<file path="src/rtl/pooling_2x2.sv">
// 2x2 pooling of the top-left tile window (average, or max when POOL_MAX_EN is defined); result 3 edges after start is sampled.
// Level handshake: start is held until finish; dropping start aborts an in-flight result or releases a finished one.
module pooling_2x2 #(
  parameter int N      = 5,
  parameter int DATA_W = 16,
  parameter int OUT_W  = 14
) (
  input  logic                     clk,
  input  logic                     rst_n,
  input  logic                     start,
  input  logic signed [DATA_W-1:0] image_in [0:N-1][0:N-1],
  output logic                     finish,
  output logic [OUT_W-1:0]         pixel_out
);

  localparam int SW = DATA_W + 2;

  typedef enum logic [1:0] {IDLE, LOAD, SUM, DONE} state_t;

  state_t                    state_q, state_d;
  logic signed [DATA_W-1:0]  w_q [4];
  logic signed [DATA_W-1:0]  w_d [4];
  logic signed [DATA_W:0]    pa_q, pa_d, pb_q, pb_d;
  logic [OUT_W-1:0]          pixel_q, pixel_d;
  logic                      finish_q, finish_d;
  logic signed [SW-1:0]      full;
`ifndef POOL_MAX_EN
  logic signed [SW-1:0]      sum;
  logic signed [SW-1:0]      bias;
`endif

  always_comb begin
    state_d  = state_q;
    finish_d = finish_q;
    pixel_d  = pixel_q;
    w_d      = w_q;
    pa_d     = pa_q;
    pb_d     = pb_q;
    full     = '0;
`ifndef POOL_MAX_EN
    sum      = '0;
    bias     = '0;
`endif
    case (state_q)
      IDLE: begin
        finish_d = 1'b0;
        if (start) begin
          w_d[0]  = image_in[0][0];
          w_d[1]  = image_in[0][1];
          w_d[2]  = image_in[1][0];
          w_d[3]  = image_in[1][1];
          state_d = LOAD;
        end
      end
      LOAD: begin
        if (!start) begin
          state_d = IDLE;
        end else begin
`ifdef POOL_MAX_EN
          pa_d = (w_q[0] > w_q[1]) ? (DATA_W+1)'(w_q[0]) : (DATA_W+1)'(w_q[1]);
          pb_d = (w_q[2] > w_q[3]) ? (DATA_W+1)'(w_q[2]) : (DATA_W+1)'(w_q[3]);
`else
          pa_d = (DATA_W+1)'(w_q[0]) + (DATA_W+1)'(w_q[1]);
          pb_d = (DATA_W+1)'(w_q[2]) + (DATA_W+1)'(w_q[3]);
`endif
          state_d = SUM;
        end
      end
      SUM: begin
        if (!start) begin
          state_d = IDLE;
        end else begin
`ifdef POOL_MAX_EN
          full = (pa_q > pb_q) ? SW'(pa_q) : SW'(pb_q);
`else
          // Bias negative sums by 3 so the arithmetic shift truncates toward zero.
          sum  = SW'(pa_q) + SW'(pb_q);
          bias = sum[SW-1] ? SW'(3) : '0;
          full = (sum + bias) >>> 2;
`endif
          pixel_d  = full[OUT_W-1:0];
          finish_d = 1'b1;
          state_d  = DONE;
        end
      end
      DONE: begin
        if (!start) begin
          finish_d = 1'b0;
          state_d  = IDLE;
        end
      end
      default: state_d = IDLE;
    endcase
  end

  always_ff @(posedge clk or negedge rst_n) begin
    if (!rst_n) begin
      state_q  <= IDLE;
      finish_q <= 1'b0;
      pixel_q  <= '0;
      pa_q     <= '0;
      pb_q     <= '0;
      for (int i = 0; i < 4; i++) w_q[i] <= '0;
    end else begin
      state_q  <= state_d;
      finish_q <= finish_d;
      pixel_q  <= pixel_d;
      pa_q     <= pa_d;
      pb_q     <= pb_d;
      for (int i = 0; i < 4; i++) w_q[i] <= w_d[i];
    end
  end

  assign finish    = finish_q;
  assign pixel_out = pixel_q;

endmodule

</file>
<file path="config.mk">
export PLATFORM = sky130hd
export DESIGN_NAME = pooling_2x2
export DESIGN_NICKNAME = d
export VERILOG_FILES = /design/src/rtl/pooling_2x2.sv
export SDC_FILE = /design/constraint.sdc
export NUM_CORES = 1
export LEC_CHECK = 0
export CAP_MARGIN = 10
export CORE_AREA = 4 4 158 160
export CTS_BUF_LIST = sky130_fd_sc_hd__clkbuf_2
export CTS_CLUSTER_SIZE = 16
export DETAILED_ROUTE_END_ITERATION = 12
export DIE_AREA = 0 0 162 164
export GPL_TIMING_DRIVEN = 0
export PLACE_DENSITY = 0.65
export SKIP_LAST_GASP = 1
export SLEW_MARGIN = 30
export SYNTH_ARGS = -nofsm -noshare
export SYNTH_HDL_FRONTEND = slang
export SYNTH_SLANG_ARGS = --single-unit
</file>
<file path="constraint.sdc">
create_clock -name clk -period 4.4 [get_ports clk]
set_input_delay 0.44 -clock clk [delete_from_list [all_inputs] [get_ports clk]]
set_output_delay 0.44 -clock clk [all_outputs]
set_load 0.05 [all_outputs]
</file>
# Yosys cells after proc, flatten, opt, wreduce, memory -nomap -nowiden
# Cells that the tools add are included.
[totals] reg_bits=115 in_bits=403 out_inout_bits=15 elab_cells=35
[op_classes] addsub=4 eq_ne=6 muxes=9 n_reduce_logical=7
[ops] operator="16-bit by 16-bit adder with 17-bit output" n=2
[ops] operator="17-bit by 17-bit adder with 18-bit output" n=1
[ops] operator="16-bit by 3-bit adder with 16-bit output" n=1
[ops] operator="2-bit two-way mux" n=5
[ops] operator="2-bit case mux with 4 select lines" n=1
[ops] operator="2-bit AND reduction" n=4
[ops] operator="2-bit != test, second input constant" n=3
[ops] operator="2-bit equality test, second input constant" n=2
[ops] operator="1-bit case mux with 3 select lines" n=1
[ops] operator="3-bit AND reduction" n=1
[ops] operator="3-bit nonzero test" n=1
[ops] operator="2-bit by 1-bit equality test with 1-bit output, second input constant" n=1
[ops] operator="2-bit logical NOT" n=1
[ops] operator="1-bit two-way mux" n=2

# Depth between registers and ports, before layout
[depth] ltp_word=3 ltp_mapped=15 ltp_nobuf=14

# Worst setup path after synthesis
# OpenSTA, ideal clock, no wires.
[synth_timing] path_kind="reg-to-reg" from="register pa_q[9]" to="register pixel_q[13], in the netlist pixel_out[13]" setup_time_ns=0.129 arrival_time_ns=3.125 t_required_ns=4.271 setup_slack_ns=1.146 stages_incl_launch_ff=16 path_buffers=1 synth_period_minus_slack_ns=3.254 path_cell_list="dfrtp_1 > ha_1 > clkbuf_1 > nand3_1 > or2_0 > o211ai_2 > o211ai_1 > a21o_1 > ha_1 > and3_1 > and2_1 > a21oi_4 > and4bb_4 > nand4_1 > xnor2_1 > o21ai_1"
[synth_between] elab_chain_len=3
[synth_rtl] item="from (decl)" line="23" source="logic signed [DATA_W:0] pa_q, pa_d, pb_q, pb_d;"
[synth_rtl] item="from (signal assigned)" line="108" source="pa_q <= pa_d;"
[synth_rtl] item="17-bit by 17-bit adder with 18-bit output (*)" line="77" source="sum = SW'(pa_q) + SW'(pb_q);"
[synth_rtl] item="2-bit two-way mux" line="78" source="bias = sum[SW-1] ? SW'(3) : '0;"
[synth_rtl] item="16-bit by 3-bit adder with 16-bit output (*)" line="79" source="full = (sum + bias) >>> 2;"
[synth_rtl] item="to (signal assigned)" line="107" source="pixel_q <= pixel_d;"
[synth_rtl] item="to (decl)" line="24" source="logic [OUT_W-1:0] pixel_q, pixel_d;"
# Every way passes the cells marked *; elsewhere a longest branch is shown, timed or not.
# A chain may end at the register's enable or synchronous reset.

# Final worst setup path
[layout_timing] from="register pb_q[9]" to="register pixel_q[12], in the netlist pixel_out[12]"
[layout_between] elab_chain_len=3
[layout_rtl] item="from (decl)" line="23"
[layout_rtl] item="from (signal assigned)" line="109" source="pb_q <= pb_d;"
[layout_rtl] item="17-bit by 17-bit adder with 18-bit output (*)" line="77"
[layout_rtl] item="2-bit two-way mux" line="78"
[layout_rtl] item="16-bit by 3-bit adder with 16-bit output (*)" line="79"
# Marked as above.

==> summary.md <==
| Metric | Value |
|---|---|
| Critical Path End Type | `register` |
| Pre-antenna DRT Iters | `5` |
| Layout area overhead | `22.9%` |
| Standard-cell rows | `between 50 and 60` |
| Post-DR vias/cell | `4.60` |
| Final min period | `around 3.7 ns` |
| Antenna Violating Nets Remaining | `0` |
| GR Util met2 | `0.188` |
| Gr ovfl total | `0` |
| Vias in the first global route | `between 4000 and 5000` |
| Most frequent cells in the layout | `dfrtp_1 (115), clkdlybuf4s50_1 (80), nand2_1 (64)` |
| Max Cap Viol | `0` |
| Postcts setup bufs | `0` |
| Num Clock Sinks | `115` |
| GRT Util Overall | `0.123` |
| Syn Inst Count | `624` |
| Largest net degree at the start of global routing | `84` |
| CTS Buffer Depth | `2` |
| Async S/R FF share, synth | `1.00` |
| GR peak layer | `met2` |
| Nets@finish | `1182` |
| Initial DRC count | `199` |
| Syn nets | `1080` |
| Finish-stage setup viols | `0` |
| Max FO, Critical Path | `9` |
| Clk_skew | `0.0246 ns` |
| Tcrit/Tclk final | `0.841` |
| Starting Density | `0.283` |
| Fmax | `between 200 and 300 MHz` |
| Core area | `23400 sq um` |
| CTS tree | `yes` |
| Fraction of layout cells with a size suffix above 1 | `0.153` |
| Netlist cell types | `61` |
| Die Ht | `164 um` |
| Port bufs | `81` |
| Crit path launch type | `register` |
| GPL Wtd Cong | `0.847` |
| Post-synth EDFFs | `0` |
| DP Wirelength | `around 12 mm` |
| Max-slew violation count | `0` |
| RSZ-0062 raised after global routing | `false` |
| Root Buffer | `clkbuf_2` |
| Kind of critical path | `reg2reg` |
| Reg clk slew, reported paths | `between 0.15 and 0.2 ns` |
| Cell Pwr Density | `696 nW/um^2` |
| Post-CTS Resized | `0` |
| Setup WS post-layout | `0.699 ns` |
| Worst hold path class | `in2async` |
| Antenna violations before repair | `1` |
| Critical Path AT | `4.29 ns` |
| H-tree level count | `4` |
| Synthesized area | `6620 sq um` |
| Clk_lat worst skew | `a little under 0.7 ns` |
| Final Hold Vio Count | `0` |
| VDD IR max | `around 250 uV` |
| Yosys reg bits | `around 120` |
| IO Pins | `418` |
| Worst slew margin | `0.488` |
| Seq/Total Area, Yosys | `0.435` |
| Yosys warns | `0` |
| M3 GR Usage | `0.0504` |
| Cell Count, Final, Fillers Out | `between 1000 and 1500` |
| Cells after DPL | `1025` |
| Met1 Resource Use GR | `0.157` |
| Total number of vias | `between 4000 and 5000` |
| Total CTS buffers | `17` |
| Most common cell after layout, fill and taps aside | `dfrtp_1` |
| Top FF cell, synth | `dfrtp_1` |
| Dpl ws | `0.743 ns` |
| Die W | `162 um` |
| DRT Wirelength | `15.6 mm` |
| First-pass GRT wire length | `around 25 mm` |
| Worst Path Required | `4.98 ns` |
| DRC Markers | `0` |
| Drt wl/cell | `14.7 um` |
| Static leakage | `0.00347 uW` |
| DIE AREA | `26600 sq um` |
| Slew @ Worst Pin | `0.766 ns` |
| Status | `complete, no violations` |
| Avg Inst Size Synth | `around 11 sq um` |
==> through the flow <==
stage	utilization	power (uW)	setup TNS, ns	cell area, sq um	hold WS [ns]
final	0.348	5660	0	8130	0.170
after global routing	0.348	6140	0	8130	0.0948
after CTS	0.347	5710	0	8130	0.0784
after detailed placement	0.336	4900	0	7860	0.319
after global placement	0.334	4860	-196.29	7830	0.463
after floorplan	-	4080	0	6620	0.144
==> final timing paths <==
| check | start | endpoint | slack [ns] | cells past startpoint |
|---|---|---|---|---|
| setup / recovery | pb_q[9] | pixel_out[12] | 0.70 | 15 |
| hold / removal | rst_n | w_q[6] | 0.17 | 2 |
| setup reg to reg | pb_q[9] | pixel_out[12] | 0.70 | 15 |
| hold reg to reg | pixel_out[6] | pixel_out[6] | 0.50 | 2 |
| max in group asynchronous | rst_n | pa_q[15] | 3.51 | 3 |
| min in group clk | image_in[369] | w_q[33] | 0.28 | 3 |
==> synthesized netlist by cell type (all sizes together) (2+ instances only) <==
master   number  area share
and2          4      0.0038
inv          22       0.012
and3          5      0.0047
nor2b         9      0.0085
or3           3      0.0028
nand3        14       0.011
a211oi        3      0.0042
or2           4      0.0038
mux2         63        0.11
a21o         13       0.015
clkbuf       15      0.0085
nor2         23       0.013
nor3          8      0.0078
o21a         11       0.014
ha           50       0.095
mux2i         2      0.0030
xnor2        24       0.035
a311oi        3      0.0040
a22o          2      0.0026
xor2         22       0.029
nand4         3      0.0028
dfrtp       115        0.43
o2111ai       3      0.0049
nor4          3      0.0051
nand2b        9      0.0085
o21ai        60       0.045
or4b          2      0.0030
a31oi         4      0.0038
o211ai        5      0.0072
a21oi        28       0.023
buf           2      0.0011
nor3b         3      0.0034
a21boi        4      0.0045
nand2        64       0.036
o31ai         3      0.0034
fa            3      0.0091
==> worst max-delay path, stage by stage, from the launching register on <==
cell and delay (ns):
dfrtp_1 0.47, ha_1 0.29, clkbuf_1 0.29, nand3_1 0.16, or2_0 0.24, o211ai_2 0.21, o211ai_1 0.20, a21o_1 0.24
ha_1 0.30, and3_1 0.18, and2_1 0.18, a21oi_4 0.26, and4bb_4 0.26, nand3_2 0.08, xor2_1 0.15, o21ai_1 0.07
==> metal layers <==
layer,routed length (um),vias up,share of wire
li1,-,2435,-
met1,7240,2312,0.46
met2,6880,104,0.44
met3,1220,17,0.078
met4,260,0,0.017
met5,0,-,0
==> repair_timing <==
action | CTS | global route
hold endpoints to repair | 115 | 0
setup endpoints to repair | 0 | 0
hold buffers | 1 | 0
==> sequential cells by signal (all words and copies together), names as in the netlist <==
name       cells
pb_q          17
finish         1
pixel_out     14
pa_q          17
state_q        2
w_q           64
==> cells by family after synthesis <==
family | synth area share
buffers and inverters | 0.0221
XOR/XNOR | 0.0637
flip-flops | 0.435
multiplexers | 0.110
AO/OA/AOI/OAI | 0.144
AND/OR/NAND/NOR | 0.121
adder cells (fa/ha/maj) | 0.104
==> report_power, final <==
part	switching (uW)	internal, uW
Combinational	1850	1410
Sequential	239	1390
Clock	402	369
Total	2490	3170
==> layout make-up <==
class,instances,area [sq um]
antenna,2,5.00
clock buffer,19,95.1
inverter,22,82.6
fill,2445,15300
buffer,17,63.8
tap,319,399
clock inverter,12,164
multi-input combinational,470,3590
timing repair buffer,83,853
sequential,115,2880
(Power assumes the default switching activity.)
